$ cat src/rtl/neck_power_ctrl.sv
// Welder power-cut sequencer: each accepted neck detect cuts power, restores it, then blanks
// further detects; a windowed cut-rate monitor latches a sticky fault that holds power off.
module neck_power_ctrl #(
    parameter int unsigned CUT_CYCLES    = 20000,
    parameter int unsigned BLANK_CYCLES  = 50000,
    parameter int unsigned WINDOW_CYCLES = 1000000,
    parameter int unsigned FAULT_MAX     = 16
) (
    input  logic        clk,
    input  logic        rst_n,
    input  logic        en,
    input  logic        neck_det,
    input  logic        fault_clr,
    output logic        power_switch,
    output logic        cut_active,
    output logic        fault,
    output logic [15:0] cut_count
);

    localparam int unsigned DLY_MAX = (CUT_CYCLES > BLANK_CYCLES) ? CUT_CYCLES : BLANK_CYCLES;
    localparam int unsigned DLY_W   = $clog2(DLY_MAX + 1);
    localparam int unsigned WIN_W   = $clog2(WINDOW_CYCLES);
    localparam int unsigned WC_W    = $clog2(FAULT_MAX + 1);

    localparam logic [DLY_W-1:0] CUT_LD   = DLY_W'(CUT_CYCLES);
    localparam logic [DLY_W-1:0] BLANK_LD = DLY_W'(BLANK_CYCLES);
    localparam logic [DLY_W-1:0] DLY_ONE  = DLY_W'(1);
    localparam logic [WIN_W-1:0] WIN_LAST = WIN_W'(WINDOW_CYCLES - 1);
    localparam logic [WIN_W-1:0] WIN_ONE  = WIN_W'(1);
    localparam logic [WC_W-1:0]  TRIP_AT  = WC_W'(FAULT_MAX - 1);
    localparam logic [WC_W-1:0]  WC_ONE   = WC_W'(1);

    typedef enum logic [2:0] {
        S_DISABLED = 3'd0,
        S_ARMED    = 3'd1,
        S_CUT      = 3'd2,
        S_BLANK    = 3'd3,
        S_FAULT    = 3'd4
    } state_e;

    state_e            state_q, state_d;
    logic [DLY_W-1:0]  dly_q, dly_d;
    logic [WIN_W-1:0]  win_q, win_d;
    logic [WC_W-1:0]   win_cuts_q, win_cuts_d;
    logic [15:0]       cut_count_q, cut_count_d;
    logic              power_q, power_d;
    logic              cut_act_q, cut_act_d;
    logic              fault_q, fault_d;

    logic              wrap;
    logic              dly_done;
    logic              accept;
    logic              trip;
    logic [WC_W-1:0]   win_cuts_eff;

    // A cut accepted on the wrap edge is judged against the already-cleared window count.
    assign wrap         = (win_q == WIN_LAST);
    assign win_cuts_eff = wrap ? '0 : win_cuts_q;
    assign dly_done     = (dly_q == DLY_ONE);
    assign accept       = (state_q == S_ARMED) && en && neck_det;
    assign trip         = accept && (win_cuts_eff >= TRIP_AT);

    always_ff @(posedge clk or negedge rst_n) begin
        if (!rst_n) begin
            state_q <= S_DISABLED;
        end else begin
            state_q <= state_d;
        end
    end

    always_comb begin
        state_d = state_q;
        case (state_q)
            S_DISABLED: begin
                if (en) state_d = S_ARMED;
            end
            S_ARMED: begin
                if (!en)          state_d = S_DISABLED;
                else if (neck_det) state_d = trip ? S_FAULT : S_CUT;
            end
            S_CUT: begin
                if (!en)          state_d = S_DISABLED;
                else if (dly_done) state_d = S_BLANK;
            end
            S_BLANK: begin
                if (!en)          state_d = S_DISABLED;
                else if (dly_done) state_d = S_ARMED;
            end
            S_FAULT: begin
                if (fault_clr) state_d = S_DISABLED;
            end
            default: state_d = S_DISABLED;
        endcase
    end

    // Outputs are decoded from the next state and registered so they change with the state.
    always_comb begin
        power_d   = 1'b0;
        cut_act_d = 1'b0;
        fault_d   = 1'b0;
        case (state_d)
            S_ARMED: power_d   = 1'b1;
            S_BLANK: power_d   = 1'b1;
            S_CUT:   cut_act_d = 1'b1;
            S_FAULT: fault_d   = 1'b1;
            default: power_d   = 1'b0;
        endcase
    end

    always_comb begin
        dly_d = dly_q;
        if (state_d == S_CUT && state_q != S_CUT) begin
            dly_d = CUT_LD;
        end else if (state_d == S_BLANK && state_q != S_BLANK) begin
            dly_d = BLANK_LD;
        end else if (state_q == S_CUT || state_q == S_BLANK) begin
            dly_d = dly_q - DLY_ONE;
        end
    end

    always_comb begin
        win_d      = wrap ? '0 : (win_q + WIN_ONE);
        win_cuts_d = win_cuts_eff;
        if (accept && !trip) begin
            win_cuts_d = win_cuts_eff + WC_ONE;
        end
        cut_count_d = cut_count_q;
        if (accept && cut_count_q != 16'hFFFF) begin
            cut_count_d = cut_count_q + 16'd1;
        end
    end

    always_ff @(posedge clk or negedge rst_n) begin
        if (!rst_n) begin
            win_q       <= '0;
            win_cuts_q  <= '0;
            cut_count_q <= '0;
            power_q     <= 1'b0;
            cut_act_q   <= 1'b0;
            fault_q     <= 1'b0;
        end else begin
            win_q       <= win_d;
            win_cuts_q  <= win_cuts_d;
            cut_count_q <= cut_count_d;
            power_q     <= power_d;
            cut_act_q   <= cut_act_d;
            fault_q     <= fault_d;
        end
    end

    // The interval counter is always loaded before use, so it needs no reset.
    always_ff @(posedge clk) begin
        dly_q <= dly_d;
    end

    assign power_switch = power_q;
    assign cut_active   = cut_act_q;
    assign fault        = fault_q;
    assign cut_count    = cut_count_q;

endmodule

$ cat config.mk
export PLATFORM = sky130hd
export DESIGN_NAME = neck_power_ctrl
export DESIGN_NICKNAME = d
export VERILOG_FILES = /design/src/rtl/neck_power_ctrl.sv
export SDC_FILE = /design/constraint.sdc
export NUM_CORES = 1
export LEC_CHECK = 0
export CAP_MARGIN = 15
export CORE_UTILIZATION = 45
export CTS_BUF_LIST = sky130_fd_sc_hd__clkbuf_8 sky130_fd_sc_hd__clkbuf_16
export CTS_CLUSTER_SIZE = 8
export DETAILED_ROUTE_END_ITERATION = 8
export PLACE_DENSITY = 0.67
export SKIP_LAST_GASP = 1
export SLEW_MARGIN = 40
export SYNTH_ARGS = -nofsm -noshare
export SYNTH_HDL_FRONTEND = slang
export SYNTH_SLANG_ARGS = --single-unit
$ cat constraint.sdc
create_clock -name clk -period 3.35 [get_ports clk]
set_input_delay 0.67 -clock clk [delete_from_list [all_inputs] [get_ports clk]]
set_output_delay 0.67 -clock clk [all_outputs]
set_load 0.005 [all_outputs]
==> impl_metrics.ini <==
[status]
status = finished, final reports clean

[critical_path]
cp_num_cells = 12
end_kind = register
cpMostUsedCell = ha_1
cp_max_fo = 6
worst-setup-path-type = register to register
reg2reg_depth = 12
crit_buf_inv = 1
required_ps = 3560
critPathMaxStageDelay_ps = 420
crit_slowest_cell = dfrtp_1
worst_ep_arrival_time_ps = 3390
crit_path_start_kind = register
path_cells = nor4_1 > and4b_2 > nand2_1 > and2_1 > ha_1 > and4_1 > ha_1 > or2_2 > a2111oi_4 > a31o_4 > clkinv_2 > mux2_2
cp_top_family = simple AND/OR/NAND/NOR gates

[cts]
hold_buffers = 0
clock_latency_ps = 330
numCtsBuffers = 9
cts-root-buf = clkbuf_8
clk_pin_slew_ps = 60
cts_tree = done
ctsLongestPathBuffers = 2
ctsHtreeMaxLevel = 3
cts_sinks = 63

[finish]
nets = 332
layout-drive-gt1-share = 0.126
n_fill_cell = 564
instances_no_fill = 403
num_antenna_cells = 0
layout.cell_area.non_filler_mm2 = 0.00352
post-route-util = 0.554
area_growth_pct = 19.4

[drt]
drc_errors = 0
postRouteAntennaNets = 0
drt_iter0_drc = 88
viasPerCell = 5.33
first_pass_iters = 5
drt_wl_total_mm = 5.50
vias = 2146
routedWlPerCell_um = 13.6

[timing]
tns_ps = 0
max_freq_ghz = 0.314
period_share = 0.950
hold_violations = 0
report.final.slew_viol_count = 0
setup_viol = 0
fin_skew_ps = 6.38
setup_ws_ps = 169
worstMarginPinSlew_ps = 580
min_period_ps = 3180
slew-limit-headroom = 0.614
hold_slack_ps = 337

[floorplan]
die_area_mm2 = 0.00688
die_w_um = 82.9
num_io_pins = 24
start_util = 0.464
rows = 29
core_mm2 = 0.00635
die_height_um = 82.9

[power]
p_sw_frac = 0.237
p_comb_frac = 0.082
ir_drop_uv = 336
power.leakage_nw = 1.55
switchingPower_mw = 0.361
seq_power_share = 0.547
clkPwrFrac = 0.371
intPower_mw = 1.16
powerDensity_mw_per_mm2 = 432
total_power_mw = 1.52

[place]
hpwl_mm = 3.82
place.gp.congestion = 0.854
pre_cts_ws_ps = -44.4
place_area_mm2 = 0.00331
dp_cells = 383
portBuffers = 23

[grt]
grt_max_degree = 48
grt_pass1_wl_mm = 9.56
grt_overflow = 0
antenna_found_initial = 0
grt_use_total = 0.176
grt_pass1_vias = 2037

[synth]
ys_seq_area_frac = 0.508
ys.flop_type = dfrtp_1
async_flop_share = 0.746
synth-seq-cells = 63
syn_inst = 280
synth_edf_count = 0
yosys_warnings = 0
synth_area_mm2 = 0.00295
syn-num-nets = 291
ys_types = 49
synth_area_per_cell_um2 = 10.5

[worst_hold_path]
hp-class = input port to asynchronous set/reset pin

[run]
cap_viol_max_count = 0
-- power by group through the flow --
stage / sequential [mW] / clock, mW / combinational [mW]
final: 0.832 / 0.565 / 0.125
after global routing: 0.836 / 0.622 / 0.136
after CTS: 0.832 / 0.586 / 0.127
after detailed placement: 0.845 / 0 / 0.127
after global placement: 0.847 / 0 / 0.125
after floorplan: 0.840 / 0 / 0.0450
-- logic make-up after synthesis --
kind of cell             count (synthesis)  synth area share
flip-flops                              63             0.508
multiplexers                             4            0.0149
AO/OA/AOI/OAI                           21            0.0518
adder cells (fa/ha/maj)                  6            0.0255
XOR/XNOR                                45             0.134
buffers and inverters                    8            0.0102
AND/OR/NAND/NOR                        133             0.256
-- worst paths after layout --
| path | to | slack (ps) | startpoint |
|---|---|---|---|
| max | win_cuts_q[1]$_DFF_PN0_ | 170 | win_q[6]$_DFF_PN0_ |
| max reg2reg | win_cuts_q[1]$_DFF_PN0_ | 170 | win_q[6]$_DFF_PN0_ |
| max in group asynchronous | win_cuts_q[1]$_DFF_PN0_ | 2620 | rst_n |
| min | cut_count[9]$_DFFE_PN0P_ | 340 | rst_n |
| min reg2reg | win_q[0]$_DFF_PN0_ | 490 | win_q[0]$_DFF_PN0_ |
| min in group clk | win_q[0]$_DFF_PN0_ | 490 | win_q[0]$_DFF_PN0_ |
-- final cells by class --
type / instances / area (um^2) / share of cell area
flip-flops and latches: 63 / 1500 / 0.425
multi-input cells: 209 / 1440 / 0.408
repair buffers: 32 / 295 / 0.0839
clock buffers: 11 / 151 / 0.0430
well taps: 77 / 96.3 / 0.0274
inverters: 6 / 23.8 / 0.00675
clock inverters: 5 / 20.0 / 0.00569
-- layout by cell type, fill, tap and decap left out, types with 5 or more instances in the layout --
cell type | netlist | final
ha_1 | 6 | 6
xnor2_1 | 25 | 25
xor2_1 | 20 | 20
clkbuf_8 | 0 | 11
buf_4 | 0 | 10
nor3_1 | 6 | 6
dfrtp_1 | 47 | 47
clkdlybuf4s50_1 | 0 | 22
nand2_1 | 25 | 25
nand4_1 | 10 | 10
a21oi_1 | 8 | 8
dfxtp_1 | 16 | 16
inv_1 | 4 | 8
nand3_1 | 12 | 12
nand3b_1 | 5 | 5
nor2_1 | 33 | 33
-- timing repair --
action                     4_1_cts  5_1_grt
buffers inserted                 3        1
setup endpoints to repair       10       20
pin swaps                        2        1
gates resized for setup          0        2
-- registers in the layout, indices dropped and copies added (netlist names) --
signal / flops
win_q: 20
dly_q: 16
power_switch: 1
state_q: 3
cut_count: 16
fault: 1
win_cuts_q: 5
cut_active: 1
-- layer usage --
layer  global-route usage  share of wire  vias up
li1                     -              -     1063
met1                0.244           0.49     1044
met2                0.258           0.45       34
met3               0.0557          0.045        5
met4               0.0658          0.013        0
met5                    0              0        -
-- cell usage after synthesis, types with 3 or more instances --
| cell type | instances | area [um^2] |
|---|---|---|
| mux2_2 | 3 | 33.8 |
| nand2_1 | 25 | 93.8 |
| nand4_1 | 10 | 62.6 |
| ha_1 | 6 | 75.1 |
| o21ai_0 | 3 | 15.0 |
| xor2_1 | 20 | 175 |
| dfxtp_1 | 16 | 320 |
| nor4_1 | 5 | 31.3 |
| nor3_1 | 6 | 30.0 |
| xnor2_1 | 25 | 219 |
| and3_1 | 3 | 18.8 |
| dfrtp_1 | 47 | 1180 |
| nand3b_1 | 5 | 37.5 |
| nor3b_1 | 3 | 22.5 |
| and4_1 | 4 | 35.0 |
| inv_1 | 4 | 15.0 |
| or3_1 | 3 | 18.8 |
| nand3_1 | 12 | 60.1 |
| nor2b_1 | 3 | 18.8 |
| and2_1 | 4 | 25.0 |
| nor2_1 | 33 | 124 |
| a21oi_1 | 8 | 40.0 |
Power figures use the tool's default switching activity.
